===== config.mk =====
export PLATFORM = sky130hd
export DESIGN_NAME = layernorm_variance
export DESIGN_NICKNAME = d
export VERILOG_FILES = /design/src/rtl/layernorm_variance.sv
export SDC_FILE = /design/constraint.sdc
export NUM_CORES = 2
export LEC_CHECK = 0
export ABC_AREA = 1
export CAP_MARGIN = 20
export CORE_ASPECT_RATIO = 1.1
export CORE_MARGIN = 5
export CORE_UTILIZATION = 35
export DETAILED_ROUTE_END_ITERATION = 10
export SLEW_MARGIN = 20
export SYNTH_ARGS = -nofsm -noshare
export SYNTH_HDL_FRONTEND = slang
export SYNTH_SLANG_ARGS = --single-unit

===== constraint.sdc =====
create_clock -name clk -period 15.8 [get_ports clk]
set_clock_uncertainty 0.05 [all_clocks]
set_input_delay 3.16 -clock clk [delete_from_list [all_inputs] [get_ports clk]]
set_output_delay 3.16 -clock clk [all_outputs]
set_load 0.02 [all_outputs]

===== src/rtl/layernorm_variance.sv =====
// Streaming mean / population-variance stage for layer-norm.
// One signed Q(IL).(FL) element is accepted per cycle. After N = 2**LOG2_N elements,
// two calculation cycles produce the vector mean and its variance. The result is held
// until the consumer takes it. The variance feeds the downstream sqrt stage.
module layernorm_variance #(
   parameter int IL     = 4,
   parameter int FL     = 16,
   parameter int LOG2_N = 6
) (
   input  logic                 clk,
   input  logic                 reset,
   input  logic [IL+FL-1:0]     in,
   input  logic                 in_valid,
   output logic                 in_ready,
   output logic [IL+FL-1:0]     mean,
   output logic [IL+FL-1:0]     out,
   output logic                 out_valid,
   input  logic                 output_taken,
   output logic [1:0]           state,
   output logic                 done
);

   localparam int W  = IL + FL;
   localparam int W2 = 2 * W;
   localparam int SW = W + LOG2_N;
   localparam int QW = W2 + LOG2_N;

   // Count value at which the accepted element is the last one of the vector (N-1).
   localparam logic [LOG2_N:0] LAST_IDX   = {1'b0, {LOG2_N{1'b1}}};
   localparam logic [LOG2_N:0] COUNT_ONE  = {{LOG2_N{1'b0}}, 1'b1};
   localparam logic [W2-1:0]   OUT_MAX_2W = {{(W+1){1'b0}}, {(W-1){1'b1}}};
   localparam logic [W-1:0]    OUT_MAX_W  = {1'b0, {(W-1){1'b1}}};

   typedef enum logic [1:0] {
      IDLE  = 2'b00,
      ACCUM = 2'b01,
      CALC  = 2'b10,
      HOLD  = 2'b11
   } state_t;

   state_t                 state_q;
   logic [LOG2_N:0]        count_q;
   logic signed [SW-1:0]   sum_q;
   logic [QW-1:0]          sumsq_q;
   logic                   calcPhase_q;
   logic signed [W-1:0]    mean_q;
   logic [W2-1:0]          ex2_q;
   logic [W-1:0]           out_q;
   logic                   outValid_q;
   logic                   done_q;
   logic                   inReady_q;

   logic signed [W-1:0]    inS;
   logic signed [W2-1:0]   sqS;
   logic [W2-1:0]          sqVal;
   logic signed [SW-1:0]   inExt;
   logic [QW-1:0]          sqExt;
   logic signed [SW-1:0]   sum_d;
   logic [QW-1:0]          sumsq_d;
   logic signed [W-1:0]    meanCalc;
   logic [W2-1:0]          ex2Calc;
   logic signed [W2-1:0]   m2;
   logic signed [W2:0]     diff;
   logic [W2-1:0]          dPos;
   logic [W2-1:0]          dShift;
   logic [W-1:0]           outCalc;

   // Datapath: element square, running sums, floored mean, E[x^2] and clamped/saturated variance
   always_comb begin
      inS      = signed'(in);
      sqS      = inS * inS;
      sqVal    = unsigned'(sqS);
      inExt    = {{LOG2_N{in[W-1]}}, in};
      sqExt    = {{LOG2_N{1'b0}}, sqVal};
      sum_d    = sum_q + inExt;
      sumsq_d  = sumsq_q + sqExt;
      meanCalc = W'(sum_q >>> LOG2_N);
      ex2Calc  = W2'(sumsq_q >> LOG2_N);
      m2       = mean_q * mean_q;
      diff     = $signed({1'b0, ex2_q}) - $signed({1'b0, m2});
      dPos     = diff[W2] ? '0 : diff[W2-1:0];
      dShift   = dPos >> FL;
      outCalc  = (dShift > OUT_MAX_2W) ? OUT_MAX_W : dShift[W-1:0];
   end

   // Control FSM with registered handshake, result and debug outputs
   always_ff @(posedge clk or posedge reset) begin
      if (reset) begin
         state_q     <= IDLE;
         count_q     <= '0;
         sum_q       <= '0;
         sumsq_q     <= '0;
         calcPhase_q <= 1'b0;
         mean_q      <= '0;
         ex2_q       <= '0;
         out_q       <= '0;
         outValid_q  <= 1'b0;
         done_q      <= 1'b0;
         inReady_q   <= 1'b1;
      end else begin
         done_q <= 1'b0;
         case (state_q)
            IDLE: begin
               if (in_valid && inReady_q) begin
                  sum_q   <= inExt;
                  sumsq_q <= sqExt;
                  count_q <= COUNT_ONE;
                  state_q <= ACCUM;
               end
            end
            ACCUM: begin
               if (in_valid && inReady_q) begin
                  sum_q   <= sum_d;
                  sumsq_q <= sumsq_d;
                  count_q <= count_q + COUNT_ONE;
                  if (count_q == LAST_IDX) begin
                     state_q     <= CALC;
                     inReady_q   <= 1'b0;
                     calcPhase_q <= 1'b0;
                  end
               end
            end
            CALC: begin
               if (!calcPhase_q) begin
                  mean_q      <= meanCalc;
                  ex2_q       <= ex2Calc;
                  calcPhase_q <= 1'b1;
               end else begin
                  out_q       <= outCalc;
                  mean_q      <= mean_q;
                  outValid_q  <= 1'b1;
                  done_q      <= 1'b1;
                  calcPhase_q <= 1'b0;
                  state_q     <= HOLD;
               end
            end
            HOLD: begin
               if (output_taken) begin
                  state_q    <= IDLE;
                  outValid_q <= 1'b0;
                  inReady_q  <= 1'b1;
                  sum_q      <= '0;
                  sumsq_q    <= '0;
                  count_q    <= '0;
               end
            end
            default: begin
               state_q <= IDLE;
            end
         endcase
      end
   end

   assign in_ready  = inReady_q;
   assign mean      = mean_q;
   assign out       = out_q;
   assign out_valid = outValid_q;
   assign state     = state_q;
   assign done      = done_q;

endmodule


# Word-level counts from Yosys, hierarchy flattened
# Index checks and enable logic that the tools add are counted.
[word_totals]
regBits = 165
in_bits = 24
[op_classes]
addsub = 4
multipliers = 2
n_lt_le_gt_ge = 1
eq_ne = 9
mux = 31
bitwise_logic = 1
reduce_logical = 13
[ops]
columns = ["op", "n"]
rows = [
  ["$mux 46", 3],
  ["$pmux 46 s3", 1],
  ["$mul 20x20->40", 2],
  ["$mux 26", 3],
  ["$pmux 26 s3", 1],
  ["$add 46x40->46", 1],
  ["$sub 40x40->41", 1],
  ["$mux 40", 1],
  ["$add 26x20->26", 1],
  ["$gt 24x19->1 const B", 1],
  ["$mux 7", 3],
  ["$pmux 7 s3", 1],
  ["$mux 20", 1],
  ["$mux 2", 5],
  ["$ne 2x2->1 const B", 5],
  ["$mux 1", 8],
  ["$pmux 2 s4", 1],
  ["$reduce_and 4->1", 2],
  ["$add 7x1->7 const B", 1],
  ["$eq 7x6->1 const B", 1],
  ["$pmux 1 s2", 3],
  ["$reduce_and 3->1", 2],
  ["$reduce_bool 2->1", 3],
  ["$reduce_and 5->1", 1],
  ["other kinds (7)", 9],
]

# Logic depth before layout (Yosys ltp)
[depth]
depth_word = 5
mapped_depth = 46

# Least setup slack after synthesis
# No wires, ideal clock.
[synth_path]
kind = "input port to flip-flop"
startpoint = "in in[19]"
endpoint = "reg sumsq_q[44]"
setup_ns = 0.119
t_arrival_ns = 10.322
required_time_ns = 15.631
setup_slack_ns = 5.309
stages = 34
n_path_buf = 2
cell_sequence = "clkbuf_1 -> clkbuf_1 -> nand2_1 -> inv_1 -> fa_1 -> fa_1 -> fa_1 -> inv_1 -> fa_1 -> fa_1 -> fa_1 -> inv_1 -> fa_1 -> ha_1 -> inv_1 -> o21bai_1 -> o21bai_1 -> o21bai_1 -> a21oi_1 -> nand3_1 -> and2_1 -> ha_1 -> nand2_1 -> nor2_1 -> inv_1 -> nor2_1 -> and3_1 -> nand3_1 -> nand3_1 -> nand3_1 -> nand2_1 -> nand3_1 -> nand2_1 -> nor2_1"
[synth_via]
elab_chain_len = 4
[synth_lines]
columns = ["element", "line", "text"]
rows = [
  ["from (decl)", "12", "input logic [IL+FL-1:0] in,"],
  ["$mul 20x20->40", "71", "sqS = inS * inS;"],
  ["$add 46x40->46", "76", "sumsq_d = sumsq_q + sqExt;"],
  ["$mux 46", "112", "if (in_valid && inReady_q) begin"],
  ["$pmux 46 s3", "102", "case (state_q)"],
  ["to (signal assigned)", "106", "sumsq_q <= sqExt;"],
  ["to (signal assigned)", "114", "sumsq_q <= sumsq_d;"],
  ["to (decl)", "44", "logic [QW-1:0] sumsq_q;"],
]
# No other way between the ends. The select of a mux whose other input is x is not followed.
# A chain may end at the register's enable or synchronous reset.

# Final worst setup path
[layout_path]
startpoint = "in in[3]"
endpoint = "reg sumsq_q[40]"
# The elaborated chain is that of the path after synthesis.

==> results.txt <==
Using the TritonRoute via totals, the vias-per-cell ratio works out to 4.823. The flow ran to the end, and the final reports show no timing, DRC or antenna violations. The library cells used most frequently in the layout, excluding fill and tap cells, are 1497 x inv_1, 1314 x nand2_1, 775 x fa_1, 362 x nor2_1, 318 x ha_1. The ratio of final minimum period to clock period came out at 0.7648. The floorplan has 134 rows. The via count came out at 35.32k. Of the post-synthesis cell area, the dominant cell type holds 0.3642. The first global-routing pass estimated 204300 um of wire.

The critical path is of the input port to flop type. The TritonCTS buffer count is 17. The CTS clock-pin slew for the worst setup and hold paths came out at 80 ps. The number of hold buffers added after CTS was 0.

The largest individual stage delay along the critical path comes from the cell clkdlybuf4s50_1. The count of cell types in the netlist is 53. Yosys attributes the largest share of cell area to fa_1 36%, inv_1 13%, nand2_1 12%, dfrtp_1 9.6%, ha_1 9.4%. The floorplan step defined a die boundary enclosing 128800 um^2. During placement, the flow inserted port buffers numbering 68. CTS placed an instance of clkbuf_16 at the clock tree root. The post-CTS setup repair buffer count came out at 0. The relative slew slack came out at 0.2231. The y dimension of the die came out at 375.9 um. Summing all multi-input logic gate instances after layout gives 32310 um^2. The longest individual stage delay on the worst path came out at 1230 ps. In this run, synthesis inferred 0 flip-flops with an integrated enable. The biggest area consumer among synthesized cells is fa_1. The type of origin of the critical path is an input port. The share of the core filled with cells is 0.3778. The synthesis-to-finish area growth is 7.486%. STA classifies the critical path endpoint as a flop.

The number of antenna violations at the first check in global routing is 0. For this configuration, the core starts out at a cell density of 0.3514. The proportion of synthesized flip-flops having asynchronous set or reset is 1.000. The number of warning messages in the yosys log is 0. The path category of the worst min-delay check is flop to flop. For this run, the number of standard cells in the final layout without fillers is 7323. Leaving out fill and tap cells, the most frequent cell in the layout is inv_1.

The top-level port count came out at 69. In the final layout, flip-flops and latches occupy 4130 um^2. The number of gates given a new drive strength after cts is 0. The setup violation total in the final timing report came out at 0. The DRC violation count after routing is 0. Setup repair after global routing left no endpoint under its margin.

For this run the aggregate overflow at the end of global routing stands at 0. The transition time at the pin with the least slew margin came out at 1162 ps. The shortest clock period the worst path allows after layout is 12080 ps. The half-perimeter wire length after placement is 106800 um. TritonCTS built the clock tree. The hold violation count in the final report is 0. The overall global routing resource usage came out at 0.2000. Across the run, the number of max-cap violations was 0. The data required time of the worst path came out at 16140 ps. A synthesized cell averages 7.510 um^2.

The top achievable clock speed is 0.08275 GHz. The number of global-route vias before repair came out at 37.74k. For the final routed database, the setup TNS stands at 0 ps. The first routing iteration left 2036 violations.

After detailed routing, the average wire length per cell comes to 17.09 um. In the synthesized netlist, the number of instances is 5673. The number of antenna cells inserted came out at 0. The most used flip-flop cell after synthesis is dfrtp_1. The critical path data arrival time came out at 12430 ps. The total number of H-tree levels is 4. The flip-flop and latch count after synthesis came out at 165. At the end of the flow, the number of nets in the layout was 6797.

The total nets after synthesis came out at 6792. The detail route stage leaves a number of antenna-violating nets equal to 0. The core outline area came out at 121200 um^2. The clock insertion delay at the later pin of the skew report is 510 ps. Among the stages of the critical path, the cell type that occurs most often is inv_1.

The sequential fraction of the synthesis area came out at 0.09695. The iteration count of the initial detailed-routing pass came out at 6. The total wire length after detailed routing is 125200 um.

The number of max-slew violations in the final report is 0. The share of post-route cells with drive strength above 1 came out at 0.03163. The routability congestion estimate from global placement is 0.9925.

The total standard cell area after synthesis is 42600 um^2. Measured along the x axis, the die boundary spans 342.7 um. The total cell area at the placement stage came out at 45190 um^2.

The clock sink count is 165. The number of fill cells is 12.80k. The maximum buffer depth of the clock tree came out at 2. The design area is 45790 um^2.

The biggest fanout along the worst timing path is 22. The largest net degree at the start of global routing came out at 96. The total instance count after detailed placement came out at 7291.
## worst max-delay path: cells and delay by family
| kind | cells | cell delay (ps) |
|---|---|---|
| XOR/XNOR | 1 | 380 |
| buffers and inverters | 10 | 1750 |
| AND/OR/NAND/NOR | 11 | 2010 |
| AO/OA/AOI/OAI | 4 | 830 |
| adder cells (fa/ha/maj) | 9 | 4260 |
## synthesized netlist by cell type (8+ instances only)
master / instances
inv_1: 1499
nor3_1: 22
nor4_1: 12
nor2_1: 364
nand2_2: 10
dfrtp_1: 164
a21boi_0: 8
clkbuf_1: 116
nand3_2: 18
ha_1: 320
buf_1: 8
o21bai_1: 22
nand3_1: 173
nand4_1: 35
or2_2: 33
and2_1: 8
nor2_2: 14
fa_1: 775
a31oi_1: 59
a21o_1: 15
a21oi_1: 299
o21ai_0: 215
xor2_1: 61
nand2_1: 1314
xnor2_1: 45
## metrics by stage
| stage | worst slack (ps) | hold slack [ps] |
|---|---|---|
| after global routing | 3163 | 469.4 |
| after global placement | 3219 | 405.9 |
| final | 3716 | 429.6 |
| after floorplan | 5309 | 398.3 |
| after detailed placement | 3213 | 416.3 |
| after CTS | 3752 | 433.7 |
## cell type report
class                      count  share of cell area
timing repair buffer         117             0.02279
tap                         1632             0.04459
sequential                   165             0.09020
clock buffer                  19            0.009673
inverter                    1507              0.1237
multi-input combinational   3870              0.7056
clock inverter                13            0.003470
## path summary, 6_finish.rpt
path / from / endpoint / slack, ps / cells after the start
worst max register to register: mean[2] / out[11] / 5390 / 34
min in group asynchronous: reset / out[4] / 3140 / 2
max in group asynchronous: reset / sumsq_q[37] / 11030 / 3
worst min-delay path: mean[7] / mean[7] / 430 / 2
worst min register to register: mean[7] / mean[7] / 430 / 2
worst max-delay path: in[3] / sumsq_q[40] / 3720 / 35
## routing by layer
layer,track usage,wire length [um]
met3,0.01649,5459
met2,0.3606,62940
met5,0,0
met4,0.06287,4249
met1,0.2540,52520
## kinds of logic after synthesis
| kind of cell | after synthesis | synth area share |
|---|---|---|
| muxes | 1 | 0.0002643 |
| adders and majority gates | 1095 | 0.4582 |
| and+or+nand+nor | 2017 | 0.1946 |
| AOI/OAI and AO/OA | 649 | 0.08276 |
| xor gates and xnor gates | 106 | 0.02179 |
| DFF | 165 | 0.09695 |
| buffers and inverters | 1638 | 0.1453 |
| other | 2 | 0.0001763 |
## sequential cells by signal (all words and copies together) (netlist names), 2 cells and up
| register | flops |
|---|---|
| ex2_q | 40 |
| count_q | 7 |
| mean | 20 |
| state | 2 |
| out | 20 |
| sumsq_q | 46 |
| sum_q | 26 |
Power is left out: the tool's default activity adds up to more than one toggle a clock period on the data nets, which glitch-free logic cannot reach.
